**src/rtl/shift_iter_pkg.sv**
```systemverilog
// Shared encodings for the iterative shifter: operation codes and FSM states.
package shift_iter_pkg;

  typedef enum logic [1:0] {
    OP_ROL = 2'b00,
    OP_SLL = 2'b01,
    OP_ROR = 2'b10,
    OP_SRL = 2'b11
  } op_t;

  typedef enum logic [1:0] {
    S_IDLE  = 2'b00,
    S_SHIFT = 2'b01,
    S_DONE  = 2'b10
  } state_t;

endpackage

```
**src/rtl/dff.sv**
```systemverilog
// Standard D flip-flop cell with synchronous active-high reset to zero.
module dff #(
  parameter int W = 1
) (
  input  logic         clk,
  input  logic         rst,
  input  logic [W-1:0] d,
  output logic [W-1:0] q
);

  always_ff @(posedge clk) begin
    if (rst) q <= '0;
    else     q <= d;
  end

endmodule

```
**src/rtl/shift_iter_step.sv**
```systemverilog
// One 1-bit step of rotate/shift in either direction, purely combinational.
module shift_step
  import shift_iter_pkg::*;
#(
  parameter int WIDTH = 16
) (
  input  logic [WIDTH-1:0] In,
  input  op_t              Op,
  output logic [WIDTH-1:0] Out
);

  always_comb begin
    Out = In;
    case (Op)
      OP_ROL:  Out = {In[WIDTH-2:0], In[WIDTH-1]};
      OP_SLL:  Out = {In[WIDTH-2:0], 1'b0};
      OP_ROR:  Out = {In[0], In[WIDTH-1:1]};
      OP_SRL:  Out = {1'b0, In[WIDTH-1:1]};
      default: Out = In;
    endcase
  end

endmodule

```
**src/rtl/shift_iter.sv**
```systemverilog
// Iterative shifter: applies Cnt single-bit steps of the latched Op to Out, one per clock.
module shift_iter
  import shift_iter_pkg::*;
#(
  parameter int WIDTH = 16,
  parameter int CNT_W = 4
) (
  input  logic             clk,
  input  logic             rst,
  input  logic             start,
  input  logic [WIDTH-1:0] In,
  input  logic [CNT_W-1:0] Cnt,
  input  logic [1:0]       Op,
  output logic [WIDTH-1:0] Out,
  output logic             busy,
  output logic             done
);

  logic [1:0]       state_raw, state_nxt_raw, op_raw, op_nxt_raw;
  logic [CNT_W-1:0] rem_q, rem_d;
  logic [WIDTH-1:0] out_d, step_out;
  state_t           state_q, state_d;
  op_t              op_q, op_d;

  // All state lives in dff cells; the FSM is the next-state logic below.
  dff #(.W(2))     u_state (.clk(clk), .rst(rst), .d(state_nxt_raw), .q(state_raw));
  dff #(.W(2))     u_op    (.clk(clk), .rst(rst), .d(op_nxt_raw),    .q(op_raw));
  dff #(.W(CNT_W)) u_rem   (.clk(clk), .rst(rst), .d(rem_d),         .q(rem_q));
  dff #(.W(WIDTH)) u_out   (.clk(clk), .rst(rst), .d(out_d),         .q(Out));

  assign state_q       = state_t'(state_raw);
  assign op_q          = op_t'(op_raw);
  assign state_nxt_raw = state_d;
  assign op_nxt_raw    = op_d;

  shift_step #(.WIDTH(WIDTH)) u_step (.In(Out), .Op(op_q), .Out(step_out));

  always_comb begin
    state_d = state_q;
    op_d    = op_q;
    rem_d   = rem_q;
    out_d   = Out;
    case (state_q)
      S_IDLE, S_DONE: begin
        if (start) begin
          out_d   = In;
          op_d    = op_t'(Op);
          rem_d   = Cnt;
          state_d = (Cnt == '0) ? S_DONE : S_SHIFT;
        end else begin
          state_d = S_IDLE;
        end
      end
      S_SHIFT: begin
        out_d = step_out;
        rem_d = rem_q - CNT_W'(1);
        if (rem_q == CNT_W'(1)) state_d = S_DONE;
      end
      default: state_d = S_IDLE;
    endcase
  end

  assign busy = (state_q == S_SHIFT);
  assign done = (state_q == S_DONE);

endmodule

```
**config.mk**
```make
export PLATFORM = sky130hd
export DESIGN_NAME = shift_iter
export DESIGN_NICKNAME = d
export VERILOG_FILES = /design/src/rtl/shift_iter_pkg.sv /design/src/rtl/dff.sv /design/src/rtl/shift_iter_step.sv /design/src/rtl/shift_iter.sv
export SDC_FILE = /design/constraint.sdc
export NUM_CORES = 1
export LEC_CHECK = 0
export CORE_ASPECT_RATIO = 1.5
export CORE_MARGIN = 5
export CORE_UTILIZATION = 28
export CTS_CLUSTER_SIZE = 25
export DETAILED_ROUTE_END_ITERATION = 12
export PLACE_DENSITY = 0.56
export REMOVE_ABC_BUFFERS = 1
export SKIP_CTS_REPAIR_TIMING = 1
export SLEW_MARGIN = 0
export SYNTH_ARGS = -nofsm -noshare
export SYNTH_HDL_FRONTEND = slang
export SYNTH_SLANG_ARGS = --single-unit
```
**constraint.sdc**
```tcl
create_clock -name clk -period 1.45 [get_ports clk]
set_clock_uncertainty 0.1 [all_clocks]
set_input_delay 0.2175 -clock clk [delete_from_list [all_inputs] [get_ports clk]]
set_output_delay 0.2175 -clock clk [all_outputs]
set_load 0.03 [all_outputs]
```
---- Yosys cells after proc, flatten, opt, wreduce, memory -nomap -nowiden ----
Index checks and enable logic that the tools add are counted.
word-level totals
  flip-flop bits (word level) ............. 24
  output and inout port bits .............. 18
  input port bits ......................... 25
  logic and storage cells ................. 29
cells by class
  equality and inequality tests ........... 8
  add/subtract/negate cells ............... 1
  mux-type cells .......................... 9
  reduce and logical (&&, ||, !) cells .... 7
operators by type and width
  kind                                                                     count
  16-bit case mux with 4 select lines                                      1
  16-bit case mux with 2 select lines                                      1
  16-bit two-way mux                                                       1
  4-bit case mux with 2 select lines                                       1
  2-bit == test, second input constant                                     3
  2-bit two-way mux                                                        3
  2-bit by 1-bit == test with 1-bit output, second input constant          2
  4-bit by 1-bit == test with 1-bit output, second input constant          1
  2-bit logical NOT                                                        2
  4-bit logical NOT                                                        1
  4-bit two-way mux                                                        1
  2-bit case mux with 2 select lines                                       1
  2-bit AND reduction                                                      2
  4-bit by 1-bit subtractor with 4-bit output, second input constant       1
  2-bit by 1-bit inequality test with 1-bit output, second input constant  1
  2-bit inequality test, second input constant                             1
  2-bit nonzero test                                                       1
  2-bit OR reduction                                                       1

---- Longest topological paths before layout ----
  depth in word-level cells ............... 4
  mapped depth ............................ 5
  depth with buffers taken out ............ 5

---- By module ----
A second synthesis with hierarchy kept.
unflattened totals
  cell total of the unflattened synthesis .. 184
  area, all modules ....................... 1699.1 um^2
modules (own cells, without submodules)
  module           instances  area each (um^2)  sequential area each (um^2)  cells each
  shift_iter       1          785.8             0.0                          114
  dff at u_out     1          464.2             320.3                        33
  shift_step       1          239.0             0.0                          21
  dff at u_op ...  2          52.6              40.0                         4
  dff at u_rem     1          105.1             80.1                         8

---- Worst setup path after synthesis ----
Ideal clock, no wire load.
  path type ............................... reg2reg
  from .................................... reg u_state.q[1]
  to ...................................... reg u_rem.q[3]
  required time ........................... 1.276 ns
  slack ................................... 0.125 ns
  buffers on the path ..................... 1
  clock period less this slack ............ 1.325 ns
  setup time .............................. 0.074 ns
  arrival ................................. 1.151 ns
  cell stages (with the launch flop) ...... 6
  cell sequence ........................... dfxtp_1 -> nand2b_2 -> buf_6 -> inv_1 -> a32oi_1 -> a31oi_1
between the ends
  elaborated cells on any way between the ends .. 8
  classes of those cells .................. eq/ne (3); mux (1); reduce/logical (4)
RTL lines
  what                                        RTL line          text
  start, declared                             dff.sv:8          output logic [W-1:0] q
  start signal, assigned                      dff.sv:12         if (rst) q <= '0;
  start signal, assigned                      dff.sv:13         else q <= d;
  2-bit by 1-bit == test with 1-bit output *  -
  named net busy                              shift_iter.sv:15  output logic busy,
  2-bit nonzero test (no line)                -
  2-bit AND reduction (no line)               -
  end signal, assigned                        dff.sv:12
  end signal, assigned                        dff.sv:13
  end, declared                               dff.sv:8
Mark *: on every way through the listed nets, which the timed path passes. The rest lies on a longest branch.
A chain may end at the register's enable or synchronous reset.

---- Final worst setup path ----
  from .................................... reg u_state.q[1]
  to ...................................... reg u_out.q[2]
between the ends
  longest elaborated chain between the ends .. 4
  elaborated cells on any way between the ends .. 8
  classes of those cells .................. eq/ne (3); mux (1); reduce/logical (4)
RTL lines
  what                                                                   RTL line          text
  2-bit == test or 2-bit logical NOT (tied branches)                     shift_iter.sv:43  case (state_q)
  2-bit OR reduction                                                     shift_iter.sv:43
  2-bit inequality test (no line) or 2-bit nonzero test (tied branches)  -
  2-bit AND reduction (no line)                                          -
  end signal, assigned                                                   dff.sv:12
  end signal, assigned                                                   dff.sv:13
  end, declared                                                          dff.sv:8
Parallel ways exist; a longest one is shown, timed or not.

==> impl_table.tex <==
\begin{tabular}{lr}
\hline
Metric & Value \\
\hline
\multicolumn{2}{l}{\textbf{Clock network}} \\
\quad CTS Buf Count & 3 \\
\quad Clock sink count & 24 \\
\quad Clk\_lat worst skew & 0.28 ns \\
\quad CTS tree & done \\
\quad Longest Clk Path Bufs & 2 \\
\quad CTS H-tree lvls & 1 \\
\quad Root Driver & sky130\_fd\_sc\_hd\_\_clkbuf\_8 \\
\quad Reg clk slew, reported paths & 0.10 ns \\
\multicolumn{2}{l}{\textbf{Setup path}} \\
\quad Maximum net fanout on the critical path & 19 \\
\quad Critical Path Start Type & register \\
\quad Worst Setup End Kind & register \\
\quad Classification of the worst setup path & register to register \\
\quad Required time at the worst-slack endpoint & 1.53 ns \\
\quad Arrival time at the worst endpoint & 1.48 ns \\
\quad Worst-case register-to-register setup slack & 0.05 ns \\
\multicolumn{2}{l}{\textbf{Logic synthesis}} \\
\quad Dominant combinational cell family by area after synthesis & compound AO/OA/AOI/OAI gates \\
\quad Post-synth EDFFs & 0 \\
\quad Sequential area share after synthesis & 0.369 \\
\quad Prevailing post-synth register cell & sky130\_fd\_sc\_hd\_\_dfxtp\_1 \\
\quad Top-area cell type share of the netlist area & 0.369 \\
\quad Adder and majority gate portion of the synthesized area & 0.0192 \\
\quad Per-instance average area after synthesis & 8.40 um\^{}2 \\
\quad Fraction of the mapped netlist area in simple logic gates & 0.243 \\
\quad Summed instance area of the synthesized netlist & 0.00130 mm\^{}2 \\
\quad Most area-hungry cell type in the Yosys netlist & sky130\_fd\_sc\_hd\_\_dfxtp\_1 \\
\quad Share of the synthesized netlist area taken by xor and xnor gates & 0 \\
\quad Dominant cells by area after synthesis & sky130\_fd\_sc\_hd\_\_dfxtp\_1, sky130\_fd\_sc\_hd\_\_a311oi\_1, sky130\_fd\_sc\_hd\_\_a211oi\_1 \\
\quad Gate Count Post-Synth & 155 \\
\quad Share of flip-flops with an asynchronous set or reset after synthesis & 0 \\
\quad Number of warnings reported in the yosys synthesis log & 0 \\
\quad Number of synthesized register bits & 24 \\
\quad Multiplexer area fraction after synthesis & 0.0231 \\
\quad Compound-Gate Fraction of Synth Area & 0.258 \\
\quad Unique masters post-synth & 29 \\
\multicolumn{2}{l}{\textbf{Floorplan}} \\
\quad Total number of placement rows & 30 \\
\quad Width of the die & 65.7 um \\
\quad Initial cell density of the core & 0.289 \\
\quad Boundary Pins & 43 \\
\quad Vert. Die Dim & 93.5 um \\
\quad Core Area & 0.00450 mm\^{}2 \\
\quad Total Die Area & 0.00614 mm\^{}2 \\
\multicolumn{2}{l}{\textbf{Flow run}} \\
\quad Number of max-cap violations & 0 \\
\multicolumn{2}{l}{\textbf{Outcome}} \\
\quad Run status & finished clean \\
\multicolumn{2}{l}{\textbf{Timing}} \\
\quad Maximum achievable frequency & 715 MHz \\
\quad Normalized max-slew margin & 0.764 \\
\quad Count of pins over their slew limit & 0 \\
\quad Crit share post-route & 0.965 \\
\quad Final setup violation count & 0 \\
\quad Number of failing hold endpoints at the final stage & 0 \\
\quad Min Tclk post-route & 1.40 ns \\
\quad Actual transition at the worst max-transition pin & 0.351 ns \\
\multicolumn{2}{l}{\textbf{Detailed routing}} \\
\quad Via total after detailed routing & 1380 \\
\quad Routed wire per std cell & 14.1 um \\
\quad Detailed Route Iter0 Violations & 45 \\
\quad Total Wirelength & 3650 um \\
\quad \# DRC & 0 \\
\quad Final antenna-violating net count & 0 \\
\quad Post-DR vias/cell & 5.35 \\
\quad Drt pass-1 iters & 4 \\
\multicolumn{2}{l}{\textbf{Power}} \\
\quad Leakage component of the power & 1.01 nW \\
\quad Overall power after layout & 2.11 mW \\
\quad Cell area power density & 1040 mW/mm\^{}2 \\
\quad Worst IR Drop VDD & 489 uV \\
\multicolumn{2}{l}{\textbf{Layout}} \\
\quad Layout area overhead & 56.2\% \\
\quad Fraction of layout instances using a drive strength above 1 & 0.162 \\
\quad Most common cell after layout, fill and taps aside & sky130\_fd\_sc\_hd\_\_nand2\_1 \\
\quad Number of antenna repair diodes & 0 \\
\quad Number of nets in the final layout & 238 \\
\quad Total of fill cells in the finished design & 453 \\
\quad Post-layout instance count excluding filler cells & 258 \\
\quad Leading cell types in the layout, fill and taps excluded & sky130\_fd\_sc\_hd\_\_nand2\_1, sky130\_fd\_sc\_hd\_\_clkdlybuf4s50\_1, sky130\_fd\_sc\_hd\_\_dfxtp\_1 \\
\multicolumn{2}{l}{\textbf{Global routing}} \\
\quad Global-route congestion overflow total & 0 \\
\quad Global-route wire length before repair & 6190 um \\
\quad Overall global routing resource usage & 0.126 \\
\quad Vias in the first global route & 1448 \\
\quad Pin count of the biggest net entering global routing & 25 \\
\quad Antenna violations before repair & 0 \\
\multicolumn{2}{l}{\textbf{Place}} \\
\quad DP Cell Count & 252 \\
\quad Global placer's final weighted congestion & 0.751 \\
\quad Detailed placer's ending HPWL & 2640 um \\
\quad Buffers added on ports & 42 \\
\multicolumn{2}{l}{\textbf{Worst hold path}} \\
\quad Class of the tightest hold or removal check & register to register \\
\hline
\end{tabular}
[layout make-up]
cell class / instances / area [um^2] / area share
inverter: 5 / 18.8 / 0.00924
multi-input combinational: 112 / 719 / 0.354
clock buffer: 3 / 41.3 / 0.0203
timing repair buffer: 65 / 678 / 0.334
tap: 48 / 60.1 / 0.0296
sequential: 24 / 484 / 0.238
clock inverter: 1 / 30.0 / 0.0148
[stage by stage]
step                hold slack, ns  worst slack, ns  area, um^2   util  TNS, ns
floorplan                    0.187           -0.368        1210      -    -5.49
global placement             0.367           -0.144        1890  0.420    -1.64
detailed placement           0.376           -0.172        1890  0.420    -2.27
CTS                          0.389           -0.232        1960  0.436    -3.19
global route                 0.416         -0.00937        2030  0.451  -0.0325
finish                       0.384           0.0512        2030  0.451        0
[routing by layer]
layer / global-route usage / routed length (um)
met5: 0 / 0
met4: 0.0692 / 81
met3: 0.0264 / 175
met2: 0.213 / 1790
met1: 0.145 / 1600
[worst max-delay path: stages (launching register included)]
cell,delay (ns)
sky130_fd_sc_hd__dfxtp_1,0.36
sky130_fd_sc_hd__nand2b_4,0.20
sky130_fd_sc_hd__buf_4,0.15
sky130_fd_sc_hd__buf_12,0.14
sky130_fd_sc_hd__a211oi_1,0.06
sky130_fd_sc_hd__a311oi_1,0.29
[registers in the layout, indices dropped and copies added (netlist names)]
name and count:
u_op.q 2, u_out.q 16, u_rem.q 4, u_state.q 2
[report_power, final]
| group | total [mW] | switching [mW] | internal (mW) |
|---|---|---|---|
| registers | 0.786 | 0.0535 | 0.733 |
| logic | 0.724 | 0.361 | 0.363 |
| clock network | 0.599 | 0.230 | 0.370 |
| total | 2.11 | 0.644 | 1.46 |
[synthesized netlist by cell type (2+ instances only)]
cell	instances
sky130_fd_sc_hd__a211oi_1	15
sky130_fd_sc_hd__a21oi_1	6
sky130_fd_sc_hd__a221oi_1	2
sky130_fd_sc_hd__a22oi_1	2
sky130_fd_sc_hd__a311oi_1	13
sky130_fd_sc_hd__a31oi_1	2
sky130_fd_sc_hd__and2b_1	3
sky130_fd_sc_hd__buf_2	3
sky130_fd_sc_hd__buf_4	2
sky130_fd_sc_hd__buf_6	4
sky130_fd_sc_hd__clkbuf_1	4
sky130_fd_sc_hd__dfxtp_1	24
sky130_fd_sc_hd__ha_1	2
sky130_fd_sc_hd__inv_1	5
sky130_fd_sc_hd__mux2i_1	3
sky130_fd_sc_hd__nand2_1	30
sky130_fd_sc_hd__nand2b_1	3
sky130_fd_sc_hd__nand3_1	3
sky130_fd_sc_hd__nor2_1	3
sky130_fd_sc_hd__nor2b_1	13
sky130_fd_sc_hd__nor3b_1	2
sky130_fd_sc_hd__nor4_1	2
sky130_fd_sc_hd__or3_1	3
[worst paths after layout]
path         cells after the start          from          to
max                              5  u_state.q[1]  u_out.q[2]
min                              2     u_op.q[0]   u_op.q[0]
max reg2reg                      5  u_state.q[1]  u_out.q[2]
min reg2reg                      2     u_op.q[0]   u_op.q[0]
[logic make-up (layout without fill, tap and decap cells)]
| group | count (synthesis) | count (layout) |
|---|---|---|
| compound gates | 44 | 44 |
| fa+ha+maj | 2 | 2 |
| buf+inv | 19 | 74 |
| flops | 24 | 24 |
| mux | 3 | 3 |
| simple gates | 63 | 63 |
No activity file was read; power rests on OpenSTA's default activity.
